## config.mk

```make
export PLATFORM = sky130hd
export DESIGN_NAME = mux4_rr_arbiter
export DESIGN_NICKNAME = d
export VERILOG_FILES = /design/src/rtl/mux4_rr_arbiter.sv
export SDC_FILE = /design/constraint.sdc
export NUM_CORES = 1
export LEC_CHECK = 0
export ABC_AREA = 1
export CORE_MARGIN = 2
export CORE_UTILIZATION = 53
export DETAILED_ROUTE_END_ITERATION = 10
export PLACE_DENSITY = 0.76
export SYNTH_ARGS = -nofsm -noshare
export SYNTH_HDL_FRONTEND = slang
export SYNTH_SLANG_ARGS = --single-unit
```

## constraint.sdc

```tcl
create_clock -name clk -period 1.65 [get_ports clk]
set_clock_uncertainty 0.05 [all_clocks]
set_input_delay 0.165 -clock clk [delete_from_list [all_inputs] [get_ports clk]]
set_output_delay 0.165 -clock clk [all_outputs]
set_load 0.005 [all_outputs]
```

## src/rtl/mux4_rr_arbiter.sv

```systemverilog
// Four-way round-robin arbiter for one shared 32-bit port. The registered sel drives
// the select input of the external 4:1 payload mux. A grant is held until done, until
// the owner withdraws its request, or until the hold watchdog expires.
// Optional build macro: ARB_LOCK_EN adds a lock input that keeps the grant across
// consecutive transactions (atomic sequences).
module mux4_rr_arbiter #(
  parameter int unsigned TIMEOUT = 15,
  parameter int unsigned CNT_W   = 4
) (
  input  logic       clk,
  input  logic       rst_n,
  input  logic [3:0] req,
  input  logic       done,
`ifdef ARB_LOCK_EN
  input  logic       lock,
`endif
  output logic [1:0] sel,
  output logic [3:0] gnt,
  output logic       busy,
  output logic       timeout_err
);

  localparam logic [0:0] StIdle  = 1'b0;
  localparam logic [0:0] StGrant = 1'b1;

  localparam logic [CNT_W-1:0] CntLast = CNT_W'(TIMEOUT - 1);

  logic [0:0]       state_q, state_d;
  logic [1:0]       sel_q, sel_d;
  logic [3:0]       gnt_q, gnt_d;
  logic [CNT_W-1:0] cnt_q, cnt_d;
  logic [1:0]       last_q, last_d;
  logic             terr_q, terr_d;

  logic       owner_req;
  logic       wd_expired;
  logic       hold_lock;
  logic       release_now;
  logic [2:0] pick_idle;
  logic [2:0] pick_rel;

  // Returns {found, index}: first set request bit searching upward from ptr+1.
  function automatic logic [2:0] rr_pick(input logic [1:0] ptr, input logic [3:0] r);
    logic [2:0] res;
    logic [1:0] idx;
    res = 3'b000;
    for (int k = 1; k <= 4; k++) begin
      idx = ptr + 2'(k);
      if (r[idx] && !res[2]) res = {1'b1, idx};
    end
    return res;
  endfunction

  assign owner_req  = req[sel_q];
  assign wd_expired = (cnt_q == CntLast);

`ifdef ARB_LOCK_EN
  assign hold_lock = done & lock & owner_req;
`else
  assign hold_lock = 1'b0;
`endif

  // done has priority over withdraw, which has priority over the watchdog.
  assign release_now = done | ~owner_req | wd_expired;

  // Idle picks from the stored pointer; a release picks as if last_ptr were already sel.
  assign pick_idle = rr_pick(last_q, req);
  assign pick_rel  = rr_pick(sel_q, req);

  // Next-state: arbitration, hold, lock retention and watchdog release.
  always_comb begin
    state_d = state_q;
    sel_d   = sel_q;
    gnt_d   = gnt_q;
    cnt_d   = cnt_q;
    last_d  = last_q;
    terr_d  = 1'b0;
    if (state_q == StIdle) begin
      if (pick_idle[2]) begin
        state_d = StGrant;
        sel_d   = pick_idle[1:0];
        gnt_d   = 4'b0001 << pick_idle[1:0];
        cnt_d   = '0;
      end else begin
        gnt_d = 4'b0000;
      end
    end else if (hold_lock) begin
      cnt_d = '0;
    end else if (release_now) begin
      last_d = sel_q;
      terr_d = ~done & owner_req;
      if (pick_rel[2]) begin
        sel_d = pick_rel[1:0];
        gnt_d = 4'b0001 << pick_rel[1:0];
        cnt_d = '0;
      end else begin
        state_d = StIdle;
        gnt_d   = 4'b0000;
        cnt_d   = '0;
      end
    end else begin
      cnt_d = cnt_q + CNT_W'(1);
    end
  end

  // State registers with synchronous active-low reset.
  always_ff @(posedge clk) begin
    if (!rst_n) begin
      state_q <= StIdle;
      sel_q   <= 2'd0;
      gnt_q   <= 4'b0000;
      cnt_q   <= '0;
      last_q  <= 2'd3;
      terr_q  <= 1'b0;
    end else begin
      state_q <= state_d;
      sel_q   <= sel_d;
      gnt_q   <= gnt_d;
      cnt_q   <= cnt_d;
      last_q  <= last_d;
      terr_q  <= terr_d;
    end
  end

  assign sel         = sel_q;
  assign gnt         = gnt_q;
  assign busy        = (state_q == StGrant);
  assign timeout_err = terr_q;

endmodule

```

== Word-level counts from Yosys, hierarchy flattened ==
Cells that the tools add are included.
Word-level totals
  input port bits: 7
  register bits after elaboration: 14
Operators by class
  reductions and logical operators: 16
  order comparisons: 8
  add/subtract/negate cells: 7
  shift operators: 2
  mux-type cells: 39
  bitwise gates (word level): 5
  equal/unequal tests: 3
Operator list (count)
  $mux 4: 7
  $lt 2x3->1 const B: 8
  $mux 3: 8
  $bmux 1 s2: 8
  $mux 1: 12
  $add 2x2->2 const B: 4
  $mux 2: 4
  $shl 1x2->4 const A: 2
  $logic_and 1x1->1: 6
  $logic_not 1->1: 6
  $reduce_and 3->1: 2
  $add 2x1->2 const B: 2
  $add 4x1->4 const B: 1
  $eq 4x4->1 const B: 1
  $ne 2x1->1 const B: 2
  $not 1->1: 2
  $or 1x1->1: 2
  $reduce_and 2->1: 1
  $reduce_bool 2->1: 1
  $and 1x1->1: 1

== Longest topological paths before layout ==
Gate-level depths: netlist of the first run.
  depth after elaboration: 17
  depth in mapped cells: 15

== Least setup slack after synthesis of the first run ==
OpenSTA, ideal clock, no wires.
  path kind: register -> register
  from: reg sel_q[1], in the netlist sel[1]
  to: reg gnt_q[0], in the netlist gnt[0]
  period minus slack after synthesis: 1.509 ns
  arrival time: 1.351 ns
  data required time: 1.491 ns
  setup slack: 0.141 ns
  cell stages (with the launch flop): 14
  library setup time: 0.109 ns
  path through: dfxtp_1 > inv_2 > nand2_2 > nand2_2 > nand2_2 > nand2_2 > nor2_4 > nand3_4 > nand2_2 > inv_2 > nand3_1 > nand3_1 > nand2_1 > inv_1
Between the ends
  word-level cells in the longest chain between the ends: 17
Ends and longest elaborated chain
  start: declaration: RTL line 29  | logic [1:0] sel_q, sel_d;
  start signal: assignment: RTL line 117  | sel_q <= sel_d;
  $add 2x1->2: RTL line 48  | idx = ptr + 2'(k);
  $bmux 1 s2: RTL line 49  | if (r[idx] && !res[2]) res = {1'b1, idx};
  $mux 1 (not written as such): RTL line 49
  $mux 3: RTL line 49
  $logic_not 1->1: RTL line 49
  $logic_and 1x1->1: RTL line 49
  $mux 3: RTL line 49
  $logic_not 1->1: RTL line 49
  $logic_and 1x1->1: RTL line 49
  $mux 3: RTL line 49
  $logic_not 1->1: RTL line 49
  $logic_and 1x1->1: RTL line 49
  $mux 3: RTL line 49
  $shl 1x2->4: RTL line 94  | gnt_d = 4'b0001 << pick_rel[1:0];
  $mux 4: RTL line 92  | if (pick_rel[2]) begin
  $mux 4: RTL line 89  | end else if (release_now) begin
  $mux 4: RTL line 78  | if (state_q == StIdle) begin
  end signal: assignment: RTL line 118  | gnt_q <= gnt_d;
  end: declaration: RTL line 30  | logic [3:0] gnt_q, gnt_d;
Several ways; a longest one is shown, not always the timed one. The select of a mux whose other input is x is not followed.
A chain may end at the register's enable or synchronous reset.

== Worst setup path after layout of the first run ==
  from: reg last_q[0]
  to: reg gnt_q[1], in the netlist gnt[1]
Between the ends
  word-level cells in the longest chain between the ends: 16
Ends and longest elaborated chain
  start: declaration: RTL line 32  | logic [1:0] last_q, last_d;
  start signal: assignment: RTL line 120  | last_q <= last_d;
  $add 2x1->2: RTL line 48
  $bmux 1 s2: RTL line 49
  $mux 1 (not written as such): RTL line 49
  $mux 3: RTL line 49
  $logic_not 1->1: RTL line 49
  $logic_and 1x1->1: RTL line 49
  $mux 3: RTL line 49
  $logic_not 1->1: RTL line 49
  $logic_and 1x1->1: RTL line 49
  $mux 3: RTL line 49
  $logic_not 1->1: RTL line 49
  $logic_and 1x1->1: RTL line 49
  $mux 3 (*): RTL line 49
  $shl 1x2->4: RTL line 82  | gnt_d = 4'b0001 << pick_idle[1:0];
  $mux 4 (*): RTL line 79  | if (pick_idle[2]) begin
  $mux 4 (*): RTL line 78
Every way passes the cells marked *; elsewhere a longest branch is shown, timed or not. The select of a mux whose other input is x is not followed.

==> results of run 1 <==
==> flip-flops by register name (all words and copies together) (netlist names) <==
register,flops
cnt_q,4
gnt,4
busy,1
sel,2
last_q,2
timeout_err,1
==> per-layer routing <==
| layer | vias up | wire length [µm] | track usage [%] |
|---|---|---|---|
| met5 | - | 0 | 0 |
| met4 | 0 | 74 | 3.85 |
| met3 | 12 | 126 | 5.08 |
| met2 | 36 | 1730 | 44.2 |
| met1 | 667 | 1550 | 32.0 |
| li1 | 741 | - | - |
==> Yosys cell counts, drive strengths merged <==
cell type / count
o211ai: 3
a31oi: 1
nand4: 6
ha: 2
a21oi: 13
buf: 5
nor2: 16
inv: 29
nand3: 27
dfxtp: 14
nor4: 1
nand2: 88
o21ai: 6
nand3b: 1
or2: 1
==> worst max-delay path: stages, from the launching register on <==
cell      delay (ns)
dfxtp_4         0.37
buf_6           0.14
nand2_1         0.07
nand2_2         0.09
nand2_4         0.12
nand2_4         0.07
nor2_4          0.14
nand3b_1        0.16
nand3_1         0.20
nand3_1         0.10
a21oi_1         0.15
==> logic make-up after synthesis <==
group / Yosys count / synth area share, %
AO/OA/AOI/OAI: 23 / 10.6
AND/OR/NAND/NOR: 140 / 53.7
flip-flops: 14 / 21.9
adder cells (fa/ha/maj): 2 / 1.96
buffers and inverters: 34 / 11.9
==> report_power, final <==
part           switching, mW  internal (mW)  total (mW)
clock network          0.121          0.135       0.256
logic                   1.24          0.822        2.06
registers             0.0952          0.440       0.535
total                   1.46           1.40        2.85
==> cell type report <==
type	instances	area share, %
inverter	29	6.71
sequential	14	17.0
clock buffer	4	2.09
timing repair buffer	30	15.7
multi-input combinational	165	56.5
tap	28	2.02
==> worst max path at each step <==
| stage | from | endpoint |
|---|---|---|
| 2_1_floorplan | sel[1] | gnt[0] |
| 3_3_place_gp | req[2] | sel[0] |
| 3_5_place_dp | req[2] | sel[0] |
| 4_1_cts | last_q[0] | gnt[2] |
| 5_1_grt | last_q[0] | gnt[1] |
| 6_report | last_q[0] | gnt[1] |
==> stage by stage <==
step	setup slack (ns)	setup TNS [ns]
4_1_cts	0.00375	0
2_1_floorplan	0.141	0
6_report	-0.0864	-0.325
3_3_place_gp	-0.215	-1.70
5_1_grt	-0.120	-0.795
3_5_place_dp	-0.254	-2.24
==> timing repair <==
action,4_1_cts,5_1_grt
setup buffers,0,3
resized for setup,7,48
cloned,0,0
pin swaps,6,24
setup endpoints to repair,6,11
==> metrics.md, run 1 <==
| Metric | Value |
|---|---|
| Status | `finished, violations left` |
| Failing checks | `setup timing` |
| I/O Pins | `15` |
| Row cnt | `17` |
| Hold WC Path Type | `input port to flip-flop` |
| First-pass GRT wire length | `5.24 mm` |
| Multi-input logic area | `980 µm²` |
| Post-route ant nets | `0` |
| Initial drt markers | `55` |
| Final count of pins violating max slew | `0` |
| RSZ-0062 raised after global routing | `true` |
| Area growth, synth to finish | `35.7%` |
| CP arrival | `1.91 ns` |
| Final cell count without fillers | `270` |
| DP Wirelength | `2.39 mm` |
| Distinct cells, synth | `25` |
| Placement Cell Area | `1510 µm²` |
| Fmax | `0.576 GHz` |
| Num CTS Buffers | `3` |
| Post-route DRC | `0` |
| Grt ovf | `0` |
| Crit Path Max Fanout | `6` |
| Cells after Synth | `213` |
| Routed len/inst | `12.9 µm` |
| Largest net degree at the start of global routing | `11` |
| Worst setup margin | `-0.0864 ns` |
| CTS clk-pin slew, worst paths | `0.09 ns` |
| Fillers | `166` |
| Slew headroom | `78.9%` |
| Final hold violation count | `0` |
| CP Launch Type | `flip-flop` |
| Sequential Area | `294 µm²` |
| VDD IR-drop max | `1.27 mV` |
| Overall Global Routing Usage | `25.1%` |
| Final estimated routing congestion in global placement | `0.937` |
| Post-synthesis sequential area ratio | `21.9%` |
| Final Power | `2.85 mW` |
| Clk Latency, worst-skew pair | `0.29 ns` |
| Most frequent cells in the layout | `nand2_1, nand2_2, nand3_1, inv_1, buf_4` |
| Slew @ Worst Pin | `0.313 ns` |
| Yosys warns | `0` |
| Fin crit share | `105%` |
| TritonRoute pass-1 iters | `4` |
| Diodes inserted | `0` |
| PwrDens | `1650 nW/µm²` |
| Via Count | `1,456` |
| Die area | `2820 µm²` |
| Syn Area/Cell | `6.00 µm²` |
| Vias/cell | `5.39` |
| CP Class | `flip-flop to flip-flop` |
| CTS Hold Buffers Added | `0` |
| Final Net Count | `252` |
| Clock Sinks | `14` |
| Worst EP required | `1.82 ns` |
| Routed Wire Length | `3.47 mm` |
| R2R Path Start | `last_q[0]` |
| Dpl cells | `263` |
| Worst Hold Depth | `2` |
| Post-Syn Nets | `222` |
| Post-synth top area share | `21.9%` |
| H-tree levels | `1` |
| Minimum clock period | `1.74 ns` |
| Area contributors post-synth | `dfxtp_1, nand2_1, nand2_2` |
| Leading cell type in the layout, fill and taps excluded | `nand2_1` |
| Vias in the first global route | `1,268` |
| Synth area leader | `dfxtp_1` |
| WHS | `0.445 ns` |
| Final Setup Violations | `6` |
| Initial antenna violation count | `0` |
| Number of synthesized register bits | `14` |
| Reg2reg setup slack | `-0.09 ns` |
| Max-cap violations | `0` |
| Syn Std Cell Area | `1280 µm²` |
| Die Span X | `53.1 µm` |
| CTS tree | `done` |
| Root Buffer | `clkbuf_4` |
| Clk buf depth | `2` |
| Reg2reg end | `gnt[1]` |
| Die H | `53.1 µm` |
| Layout cells sized above 1 | `38.8%` |
| Hold path start | `done` |
| Fin util | `76.9%` |
| R2R depth | `10` |
| Design area | `1730 µm²` |
| Initial Util | `56.7%` |
| Hold endpoint | `timeout_err` |
| Leak Pwr | `0.866 nW` |
| Critical Path End Type | `flip-flop` |
| Number of port buffers | `14` |
| Core Region | `2250 µm²` |
Power figures use the tool's default switching activity.
==> inputs of run 2 (changes only) <==
--- a/config.mk
+++ b/config.mk
@@ -8,8 +8,10 @@
 export ABC_AREA = 1
 export CORE_MARGIN = 2
 export CORE_UTILIZATION = 53
+export CTS_BUF_LIST = sky130_fd_sc_hd__clkbuf_16
 export DETAILED_ROUTE_END_ITERATION = 10
 export PLACE_DENSITY = 0.76
+export REMOVE_ABC_BUFFERS = 1
 export SYNTH_ARGS = -nofsm -noshare
 export SYNTH_HDL_FRONTEND = slang
 export SYNTH_SLANG_ARGS = --single-unit
==> metrics.md, run 2 (synthesis results as in run 1) <==
| Metric | Value |
|---|---|
| Crit Path Max Fanout | `5 (-1)` |
| Placement Cell Area | `1510 µm² (unchanged)` |
| Row cnt | `17 (unchanged)` |
| DP Wirelength | `2.59 mm (+8.5%)` |
| Diodes inserted | `0 (unchanged)` |
| CP arrival | `1.84 ns (-0.07 ns)` |
| Vias/cell | `5.57 (+3.2%)` |
| Leading cell type in the layout, fill and taps excluded | `nand2_1` |
| Final Power | `3.30 mW (+16%)` |
| Final estimated routing congestion in global placement | `0.859 (-8.3%)` |
| H-tree levels | `1 (unchanged)` |
| Dpl cells | `263 (unchanged)` |
| Vias in the first global route | `1,425 (+12%)` |
| Slew @ Worst Pin | `0.250 ns (-0.0633 ns)` |
| Clk pwr share | `14.1% (+5.1 points)` |
| Final hold violation count | `0 (unchanged)` |
| RSZ-0062 raised after global routing | `true` |
| Die area | `2820 µm² (unchanged)` |
| Via Count | `1,520 (+4.4%)` |
| I/O Pins | `15 (unchanged)` |
| Die Span X | `53.1 µm (unchanged)` |
| Root Buffer | `clkbuf_16` |
| Minimum clock period | `1.77 ns (+0.0321 ns)` |
| Worst setup margin | `-0.119 ns (-0.0321 ns)` |
| Worst EP required | `1.72 ns (-0.10 ns)` |
| Critical Path End Type | `flip-flop` |
| CP Class | `flip-flop to flip-flop` |
| Hold WC Path Type | `flip-flop to flip-flop` |
| Num CTS Buffers | `3 (unchanged)` |
| Max-cap violations | `0 (unchanged)` |
| Clk Latency, worst-skew pair | `0.24 ns (-0.05 ns)` |
| Switching Fraction | `49.8% (-1.3 points)` |
| Failing checks | `setup timing` |
| Fmax | `0.565 GHz (-1.8%)` |
| Comb power frac | `70.0% (-2.3 points)` |
| Final count of pins violating max slew | `0 (unchanged)` |
| CTS Hold Buffers Added | `0 (unchanged)` |
| CP max stage cell | `dfxtp_4` |
| Leak Pwr | `0.929 nW (+7.3%)` |
| Max stage delay on crit path | `0.38 ns (about the same)` |
| Most frequent cells in the layout | `nand2_1, nand2_2, inv_1, nand3_1, buf_4` |
| Status | `finished, violations left` |
| Final Setup Violations | `5 (-1)` |
| First-pass GRT wire length | `5.87 mm (+12%)` |
| Post-route DRC | `0 (unchanged)` |
| PwrDens | `1760 nW/µm² (+7.1%)` |
| Largest net degree at the start of global routing | `11 (unchanged)` |
| Final cell count without fillers | `273 (+1.1%)` |
| CTS tree | `done` |
| Area growth, synth to finish | `46.4%` |
| CTS clk-pin slew, worst paths | `0.05 ns (-0.04 ns)` |
| Slew headroom | `83.3% (+4.4 points)` |
| VDD IR-drop max | `1.20 mV (-5.6%)` |
| Post-route ant nets | `0 (unchanged)` |
| Psw | `1.64 mW (+13%)` |
| Clk buf depth | `2 (unchanged)` |
| Routed len/inst | `14.6 µm (+14%)` |
| Fin Setup TNS | `-0.251 ns (+0.0738 ns)` |
| Cells along the critical path | `buf_6 > nand2_1 > nand2_2 > nand2_1 > nand2_2 > inv_2 > nand3_2 > nand4_1 > buf_4 > a21oi_2 > a21oi_1` |
| Design area | `1870 µm² (+7.9%)` |
| Fin crit share | `107% (+1.9 points)` |
| Fin util | `83.0% (+6.0 points)` |
| Initial antenna violation count | `0 (unchanged)` |
| Initial drt markers | `52 (-5.5%)` |
| Initial Util | `56.7% (unchanged)` |
| Seq pwr share | `15.9% (-2.9 points)` |
| WHS | `0.450 ns (+0.00565 ns)` |
| Die H | `53.1 µm (unchanged)` |
| Pre-CTS setup slack | `-0.270 ns (-0.0164 ns)` |
| CP Launch Type | `flip-flop` |
| Final Net Count | `255 (+1.2%)` |
| P_int | `1.66 mW (+19%)` |
| Core Region | `2250 µm² (unchanged)` |
| Overall Global Routing Usage | `28.0% (+2.9 points)` |
| Routed Wire Length | `3.99 mm (+15%)` |
| Clock Sinks | `14 (unchanged)` |
| Number of port buffers | `14 (unchanged)` |
| TritonRoute pass-1 iters | `4 (unchanged)` |
| Grt ovf | `0 (unchanged)` |
| Layout cells sized above 1 | `41.6% (+2.8 points)` |
## run 2: what timing repair did
| action | 4_1_cts | 5_1_grt |
|---|---|---|
| gates cloned | 0 | 1 |
| pin swaps | 7 | 29 |
| setup endpoints to repair | 5 | 10 |
| resized for setup | 22 | 49 |
| buffers inserted | 0 | 5 |
| hold endpoints to repair | 0 | 0 |
## run 2: path summary, 6_finish.rpt
check,startpoint,end,slack (ns),depth (start not counted)
worst max-delay path,sel[0],gnt[3],-0.12,11
worst min-delay path,cnt_q[3],cnt_q[3],0.45,2
worst max register to register,sel[0],gnt[3],-0.12,11
worst min register to register,cnt_q[3],cnt_q[3],0.45,2
## run 2: critical path: cells and delay by family (launching register included)
kind | cells | cell delay [ns]
AOI/OAI and AO/OA | 2 | 0.24
buffers and inverters | 3 | 0.39
DFF | 1 | 0.38
and+or+nand+nor | 6 | 0.59
## run 2: power by group through the flow
| stage | Clock [mW] | Combinational (mW) | Sequential, mW |
|---|---|---|---|
| 2_1_floorplan | 0 | 1.16 | 0.542 |
| 3_5_place_dp | 0 | 1.74 | 0.503 |
| 5_1_grt | 0.476 | 2.50 | 0.530 |
| 6_report | 0.464 | 2.31 | 0.524 |
| 4_1_cts | 0.460 | 1.85 | 0.512 |
| 3_3_place_gp | 0 | 1.67 | 0.499 |
## run 2: layer usage
| metal | global-route usage [%] | vias to the layer above | share of wire [%] |
|---|---|---|---|
| met1 | 30.8 | 696 | 40 |
| li1 | - | 752 | - |
| met3 | 6.50 | 16 | 5.5 |
| met5 | 0 | - | 0 |
| met4 | 13.7 | 0 | 2.8 |
| met2 | 50.0 | 56 | 51 |
## run 2: cell type report
cell class	instances	area, µm²
flip-flops and latches	14	293
multi-input cells	166	1070
fillers	154	384
clock inverters	1	3.75
repair buffers	32	282
clock buffers	3	75.1
well taps	28	35.0
inverters	29	116
